`config.mk`:
```
export PLATFORM = sky130hd
export DESIGN_NAME = saucer_scheduler
export DESIGN_NICKNAME = d
export VERILOG_FILES = /design/src/rtl/saucer_scheduler.sv
export SDC_FILE = /design/constraint.sdc
export NUM_CORES = 1
export LEC_CHECK = 0
export ABC_AREA = 1
export BUFFER_PORTS_ARGS = -buffer_cell sky130_fd_sc_hd__buf_2
export CORE_ASPECT_RATIO = 0.75
export CORE_MARGIN = 2
export CORE_UTILIZATION = 60
export DETAILED_ROUTE_END_ITERATION = 8
export PLACE_DENSITY = 0.8
export SLEW_MARGIN = 30
export SYNTH_ARGS = -nofsm -noshare
export SYNTH_HDL_FRONTEND = slang
export SYNTH_SLANG_ARGS = --single-unit
```
`constraint.sdc`:
```
create_clock -name clk -period 4.6 [get_ports clk]
set_clock_uncertainty 0.15 [all_clocks]
set_input_delay 0.23 -clock clk [delete_from_list [all_inputs] [get_ports clk]]
set_output_delay 0.23 -clock clk [all_outputs]
set_load 0.02 [all_outputs]
```
`src/rtl/saucer_scheduler.sv`:
```
// Saucer pass scheduler: random wait, horizontal flight, hit/explosion and score handshake.
// Optional random entry side selected by defining SAUCER_RANDOM_DIR_EN.
module saucer_scheduler #(
  parameter logic [10:0] WAIT_MIN   = 11'd600,
  parameter logic [10:0] WAIT_MASK  = 11'd511,
  parameter logic [1:0]  MOVE_DIV   = 2'd3,
  parameter logic [5:0]  HIT_FRAMES = 6'd30,
  parameter logic [15:0] LFSR_SEED  = 16'hACE1
) (
  input  logic        clk,
  input  logic        rst,
  input  logic        frame_tick,
  input  logic        game_active,
  input  logic        restart,
  input  logic        hit,
  input  logic        score_ack,
  output logic [10:0] saucer_x,
  output logic        saucer_visible,
  output logic        saucer_exploding,
  output logic        score_req,
  output logic [8:0]  score_pts
);

  localparam logic [10:0] XLeft  = 11'h7E8;  // -24
  localparam logic [10:0] XRight = 11'd664;

  typedef enum logic [1:0] {StIdle, StWait, StFly, StExplode} state_e;

  state_e      state_q, state_d;
  logic [15:0] lfsr_q, lfsr_d;
  logic [10:0] wait_q, wait_d, x_q, x_d;
  logic [10:0] x_step, x_end, wait_load;
  logic [1:0]  step_q, step_d;
  logic [5:0]  hcnt_q, hcnt_d;
  logic        dir_q, dir_d, dir_entry;
  logic        req_q, req_d, vis_q, vis_d, expl_q, expl_d;
  logic [8:0]  pts_q, pts_d, pts_hit;

`ifdef SAUCER_RANDOM_DIR_EN
  assign dir_entry = lfsr_q[15];
`else
  assign dir_entry = 1'b1;
`endif

  assign wait_load = WAIT_MIN + (lfsr_q[10:0] & WAIT_MASK);
  assign x_step    = dir_q ? (x_q - 11'd1) : (x_q + 11'd1);
  assign x_end     = dir_q ? XLeft : XRight;

  always_comb begin
    pts_hit = 9'd50;
    unique case (lfsr_q[1:0])
      2'd0: pts_hit = 9'd50;
      2'd1: pts_hit = 9'd100;
      2'd2: pts_hit = 9'd150;
      2'd3: pts_hit = 9'd300;
    endcase
  end

  always_comb begin
    state_d = state_q;
    lfsr_d  = lfsr_q;
    wait_d  = wait_q;
    step_d  = step_q;
    hcnt_d  = hcnt_q;
    x_d     = x_q;
    dir_d   = dir_q;
    req_d   = req_q & ~score_ack;
    pts_d   = pts_q;
    if (frame_tick && (state_q != StIdle)) begin
      lfsr_d = {lfsr_q[14:0], lfsr_q[15] ^ lfsr_q[13] ^ lfsr_q[12] ^ lfsr_q[10]};
    end
    if (restart || !game_active) begin
      // Leaving play drops everything, including a pending award; the LFSR keeps its phase.
      state_d = StIdle;
      wait_d  = '0;
      step_d  = '0;
      hcnt_d  = '0;
      x_d     = XLeft;
      dir_d   = 1'b0;
      req_d   = 1'b0;
      pts_d   = '0;
    end else begin
      unique case (state_q)
        StIdle: begin
          state_d = StWait;
          wait_d  = wait_load;
        end
        StWait: begin
          if (frame_tick) begin
            if (wait_q == 11'd0) begin
              state_d = StFly;
              dir_d   = dir_entry;
              x_d     = dir_entry ? XRight : XLeft;
              step_d  = '0;
            end else begin
              wait_d = wait_q - 11'd1;
            end
          end
        end
        StFly: begin
          if (hit) begin
            state_d = StExplode;
            hcnt_d  = '0;
            req_d   = 1'b1;
            // A still-pending award keeps its points until acknowledged.
            if (!req_q || score_ack) pts_d = pts_hit;
          end else if (frame_tick) begin
            if (step_q == MOVE_DIV - 2'd1) begin
              step_d = '0;
              x_d    = x_step;
              if (x_step == x_end) begin
                state_d = StWait;
                wait_d  = wait_load;
              end
            end else begin
              step_d = step_q + 2'd1;
            end
          end
        end
        StExplode: begin
          if (frame_tick) begin
            if (hcnt_q == HIT_FRAMES - 6'd1) begin
              state_d = StWait;
              wait_d  = wait_load;
              hcnt_d  = '0;
            end else begin
              hcnt_d = hcnt_q + 6'd1;
            end
          end
        end
      endcase
    end
    vis_d  = (state_d == StFly);
    expl_d = (state_d == StExplode);
  end

  always_ff @(posedge clk) begin
    if (rst) begin
      state_q <= StIdle;
      lfsr_q  <= LFSR_SEED;
      wait_q  <= '0;
      step_q  <= '0;
      hcnt_q  <= '0;
      x_q     <= XLeft;
      dir_q   <= 1'b0;
      req_q   <= 1'b0;
      pts_q   <= '0;
      vis_q   <= 1'b0;
      expl_q  <= 1'b0;
    end else begin
      state_q <= state_d;
      lfsr_q  <= lfsr_d;
      wait_q  <= wait_d;
      step_q  <= step_d;
      hcnt_q  <= hcnt_d;
      x_q     <= x_d;
      dir_q   <= dir_d;
      req_q   <= req_d;
      pts_q   <= pts_d;
      vis_q   <= vis_d;
      expl_q  <= expl_d;
    end
  end

  assign saucer_x         = x_q;
  assign saucer_visible   = vis_q;
  assign saucer_exploding = expl_q;
  assign score_req        = req_q;
  assign score_pts        = pts_q;

endmodule

```
# After elaboration in Yosys (flattened, before gate mapping)
# Index checks and enable logic that the tools add are counted.
dict set report classes {
  n_addsub 6
  n_mul 0
  div 0
  n_lt_le_gt_ge 0
  eq_ne 21
  n_shift 0
  mux 40
  bitwise_logic 5
  n_reduce_logical 18
}
# operator count
set op_table {}
lappend op_table {{11-bit two-way mux} 15}
lappend op_table {{11-bit case mux with 4 select lines} 1}
lappend op_table {{9-bit case mux with 4 select lines} 1}
lappend op_table {{2-bit two-way mux} 14}
lappend op_table {{11-bit case mux with 2 select lines} 1}
lappend op_table {{11-bit by 1-bit subtractor with 11-bit output (second input constant)} 2}
lappend op_table {{2-bit inequality test (second input constant)} 10}
lappend op_table {{6-bit two-way mux} 3}
lappend op_table {{2-bit == test (second input constant)} 7}
lappend op_table {{6-bit case mux with 2 select lines} 1}
lappend op_table {{10-bit by 9-bit adder with 11-bit output (first input constant)} 1}
lappend op_table {{11-bit by 1-bit adder with 11-bit output (second input constant)} 1}
lappend op_table {{11-bit == test} 1}
lappend op_table {{11-bit logical NOT} 1}
lappend op_table {{3-bit AND reduction} 3}
lappend op_table {{2-bit case mux with 4 select lines} 1}
lappend op_table {{8-bit AND reduction} 1}
lappend op_table {{6-bit by 1-bit adder with 6-bit output (second input constant)} 1}
lappend op_table {{6-bit by 5-bit == test with 1-bit output (second input constant)} 1}
lappend op_table {{6-bit AND reduction} 1}
lappend op_table {{2-bit nonzero test} 3}
lappend op_table {{5-bit AND reduction} 1}
lappend op_table {{2-bit by 1-bit == test with 1-bit output (second input constant)} 2}
lappend op_table {{2-bit logical NOT} 2}
lappend op_table {{other kinds (10)} 15}
dict set report totals {
  register_bits 61
  latchBits 0
  mem_bits_rw 0
  rom_bits 0
  out_inout_bits 23
  mem_count 0
}

# Depth between registers and ports, before layout
dict set report logic_depth {
  depth_word 10
  mapped_depth 17
}

# Worst setup path after synthesis
# OpenSTA, ideal clock, no wires.
dict set report synth_timing {
  path_type {reg-to-reg}
  startpoint {register dir_q}
  endpoint {register wait_q[10]}
  setup_time_ns 0.132
  t_arrival_ns 2.060
  required_time_ns 4.318
  path_slack_ns 2.258
  path_stages_with_launch 13
  path_buffers 0
  synth_period_minus_slack_ns 2.342
  cell_sequence {dfxtp_1 ha_1 or2_4 nand3_1 nand2_1 nand2_1 nand3_1 nor2_1 nand3_2 nand2_4 nand2_1 nand2_1 a21oi_1}
}
dict set report synth_via {
  elab_chain_cells 4
  word_cells_on_any_way 5
}
# element line_no
set synth_rtl {}
lappend synth_rtl {{start: declaration} 35} ;# logic dir_q, dir_d, dir_entry;
lappend synth_rtl {{start signal: assignment} 157} ;# dir_q <= dir_d;
lappend synth_rtl {{11-bit two-way mux, on equally long branches} {46, 47}}
lappend synth_rtl {{11-bit == test *} 111} ;# if (x_step == x_end) begin
lappend synth_rtl {{2-bit inequality test (no source line) *} n/a}
lappend synth_rtl {{8-bit AND reduction (no source line) *} n/a}
lappend synth_rtl {{end signal: assignment} 153} ;# wait_q <= wait_d;
lappend synth_rtl {{end: declaration} 31} ;# logic [10:0] wait_q, wait_d, x_q, x_d;
# Every way passes the cells marked *; elsewhere a longest branch is shown, timed or not.
# A chain may end at the register's enable or synchronous reset.

# Worst setup path after layout
dict set report layout_timing {
  startpoint {register dir_q}
  endpoint {register wait_q[3]}
}
# Same word-level chain as after synthesis.

==> results.json <==
{
  "postLayoutCoreUtil_pct": 70.23,
  "crit_top_cell": "nand2_1",
  "cts_resized": 0,
  "path_class": "reg2reg",
  "total_power_w": 0.001081,
  "grt_overflow": 0,
  "r2r_start": "dir_q$_SDFFE_PP0P_",
  "worst_setup_path_end_kind": "register",
  "grt_pass1_wl_mm": 13.03,
  "setup_ws_ns": 1.682,
  "grt_max_degree": 23,
  "critPathMaxFanout": 16,
  "rrSetupSlack_ns": 1.68,
  "synth-edff-count": 0,
  "routed_via_density": 5.531,
  "drive_gt1_share_pct": 13.22,
  "clkSlewWorstSetupHoldPaths_ns": 0.07,
  "drc": 0,
  "hold_path.class": "in2reg",
  "setup_viol": 0,
  "rows": 23,
  "hp-start": "restart",
  "synth_fp_nets": 540,
  "syn_area_per_cell_um2": 6.698,
  "path_delay_family": "simple AND/OR/NAND/NOR gates",
  "dp_hpwl_mm": 6.030,
  "path_cells": "ha_1, nand3_1, nand3_1, nand2_1, nand2_1, nand2_1, nand2_1, nor2_1, nand2_1, nand2_2, nand3_2, nand2_4, nand2_1, nand2_1, a21oi_1",
  "finalNetCount": 570,
  "multi_input_area_um2": 1964,
  "power_density_nw_per_um2": 281.6,
  "critPathRequiredTime_ns": 4.64,
  "cts_root_buffer": "clkbuf_8",
  "synth_warnings": 0,
  "crit_path_max_incr_delay_ns": 0.67,
  "max_freq_mhz": 342.7,
  "io_buffers": 28,
  "slew_headroom_pct": 45.23,
  "wire_per_inst_um": 13.04,
  "dp_cells": 611,
  "pin_count": 30,
  "crit-reg2reg-capture": "wait_q[3]$_SDFFE_PP0P_",
  "firstDrtPassIters": 5,
  "rsz0062_at_grt": "false",
  "timing.max_cap.violations": 0,
  "vias": 3468,
  "r2r_cells": 15,
  "fin_cells": 627,
  "cts_buffer_depth": 2,
  "synthArstFlopShare_pct": 0,
  "synthesis.instances": 518,
  "synth_cell_types": 45,
  "synth_seq_cells": 58,
  "drv_slew": 0,
  "die_w_um": 91.81,
  "crit_slowest_cell": "dfxtp_1",
  "dieArea_um2": 6413,
  "nFillCells": 474,
  "routabilityCongestion": 0.8947,
  "grt_pass1_vias": 2863,
  "die_h_um": 69.86,
  "start_util_pct": 63.46,
  "status": "complete, no violations",
  "clock_latency_ns": 0.34,
  "diodes": 0,
  "core-area_um2": 5468,
  "path_buf_inv": 0,
  "cp.arrival_ns": 2.96,
  "wl_mm": 8.175,
  "yosysSeqAreaShare_pct": 33.47,
  "syn-cell-area_um2": 3470,
  "tns_ns": 0,
  "hold_depth": 4,
  "cts_tree": "built",
  "crit_cells": 15,
  "final_hold_viol_count": 0,
  "final_antenna_net_count": 0,
  "place_ws_ns": 1.738,
  "vdd_drop_max_uv": 193.1,
  "cts_inserted_buffers": 9,
  "area_growth_pct": 10.67,
  "synth-main-ff-cell": "dfxtp_1",
  "hold_end": "state_q[0]$_SDFF_PP0_",
  "cts_num_sinks": 58,
  "antenna_found_initial": 0,
  "worst-slew-pin-transition_ns": 0.8181,
  "gr-usage-all-layers_pct": 25.16,
  "seq_area_um2": 1161,
  "h-tree-depth": 3,
  "p_leak_nw": 1.846,
  "finalCritPeriodShare_pct": 63.43,
  "worstSetupStartpointType": "register",
  "drt_iter0_drc": 242,
  "period_minus_slack_ns": 2.918
}
[what timing repair did]
item | CTS | global route
setup buffers | 0 | 0
endpoints found under the hold margin | 1 | 0
hold buffers | 1 | 0
[through the flow]
step	hold WS, ns	cell area [µm²]
final	0.05680	3840
after global routing	0.06193	3840
after CTS	0.04074	3840
after detailed placement	0.3013	3645
after global placement	0.2945	3645
after floorplan	0.1524	3470
[registers in the layout (all words and copies together), names as in the netlist]
name and flops:
hcnt_q 6, saucer_visible 1, step_q 2, score_req 1
saucer_exploding 1, lfsr_q 16, wait_q 11, saucer_x 11
dir_q 1, score_pts 6, state_q 2
[report_power, final]
| part | leakage [nW] | switching, W | internal [W] | total, W |
|---|---|---|---|---|
| combinational | 1.28 | 0.0000663 | 0.0000373 | 0.000104 |
| clock | 0.0962 | 0.000196 | 0.000260 | 0.000457 |
| sequential | 0.470 | 0.00000920 | 0.000512 | 0.000521 |
| total | 1.85 | 0.000272 | 0.000810 | 0.00108 |
[worst max path at each step]
stage                  startpoint                      end  slack, ns
5_1_grt        dir_q$_SDFFE_PP0P_   wait_q[1]$_SDFFE_PP0P_       1.47
3_5_place_dp   dir_q$_SDFFE_PP0P_   wait_q[3]$_SDFFE_PP0P_       1.74
3_3_place_gp   dir_q$_SDFFE_PP0P_   wait_q[0]$_SDFFE_PP0P_       1.84
4_1_cts        dir_q$_SDFFE_PP0P_   wait_q[3]$_SDFFE_PP0P_       1.73
2_1_floorplan  dir_q$_SDFFE_PP0P_  wait_q[10]$_SDFFE_PP0P_       2.26
6_report       dir_q$_SDFFE_PP0P_   wait_q[3]$_SDFFE_PP0P_       1.68
[placed cells by master, fill, tap and decap left out, types with 2 or more instances in the layout]
master | netlist | routed
buf_4 | 4 | 3
nand2_1 | 127 | 127
nor2_4 | 2 | 2
nand3_1 | 38 | 38
dfxtp_1 | 58 | 58
nor2_2 | 5 | 5
clkinv_2 | 0 | 2
o22ai_1 | 2 | 2
ha_1 | 14 | 14
o21a_1 | 2 | 2
xor2_1 | 3 | 3
inv_2 | 4 | 4
o21ai_0 | 35 | 35
nor3_1 | 7 | 7
nor2_1 | 43 | 43
nand3_2 | 2 | 2
nand4_1 | 7 | 7
xnor2_1 | 6 | 6
a21oi_1 | 52 | 52
nand3b_1 | 2 | 2
nand2_2 | 7 | 7
buf_2 | 1 | 28
clkbuf_8 | 0 | 10
o211ai_1 | 3 | 3
inv_1 | 65 | 65
clkbuf_1 | 6 | 2
a31oi_1 | 3 | 3
[synthesized netlist by cell type, types with 2 or more instances]
library cell  count  share of area [%]
o21ai_0          35                5.0
dfxtp_1          58                 33
nor3_1            7                1.0
buf_4             4               0.87
nor2_2            5               0.90
nand4_1           7                1.3
nand3b_1          2               0.43
a21oi_1          52                7.5
ha_1             14                5.0
o21a_1            2               0.43
inv_2             4               0.43
nor2_1           43                4.7
clkbuf_1          6               0.65
a31oi_1           3               0.54
inv_1            65                7.0
o22ai_1           2               0.36
xor2_1            3               0.76
xnor2_1           6                1.5
nand2_1         127                 14
nand3_1          38                5.5
nand3_2           2               0.58
o211ai_1          3               0.65
nor2_4            2               0.65
nand2_2           7                1.3
[layer usage]
metal	track usage (%)	share of wire, %	vias to the layer above
li1	-	-	1749
met1	37.08	50	1568
met2	35.46	41	135
met3	5.609	7.1	16
met4	10.12	1.8	0
met5	0	0	-
[final cells by class]
class / count / share of cell area [%]
multi-input combinational: 377 / 51.16
sequential: 58 / 30.24
inverter: 70 / 6.843
timing repair buffer: 32 / 4.497
clock buffer: 12 / 3.780
tap: 75 / 2.444
clock inverter: 3 / 1.043
[kinds of logic after synthesis]
logic type               share of synthesized area [%]
buffers and inverters                            9.916
other                                           0.1081
AND/OR/NAND/NOR                                  32.42
AO/OA/AOI/OAI                                    16.19
adder cells (fa/ha/maj)                          5.626
flip-flops                                       33.47
XOR/XNOR                                         2.272
[worst register-to-register path: cells and delay by family, from the launching register on]
kind | cells | cell delay (ns)
adders and majority gates | 1 | 0.41
and+or+nand+nor | 13 | 1.50
DFF | 1 | 0.67
AOI/OAI and AO/OA | 1 | 0.07
Power figures use the tool's default switching activity.
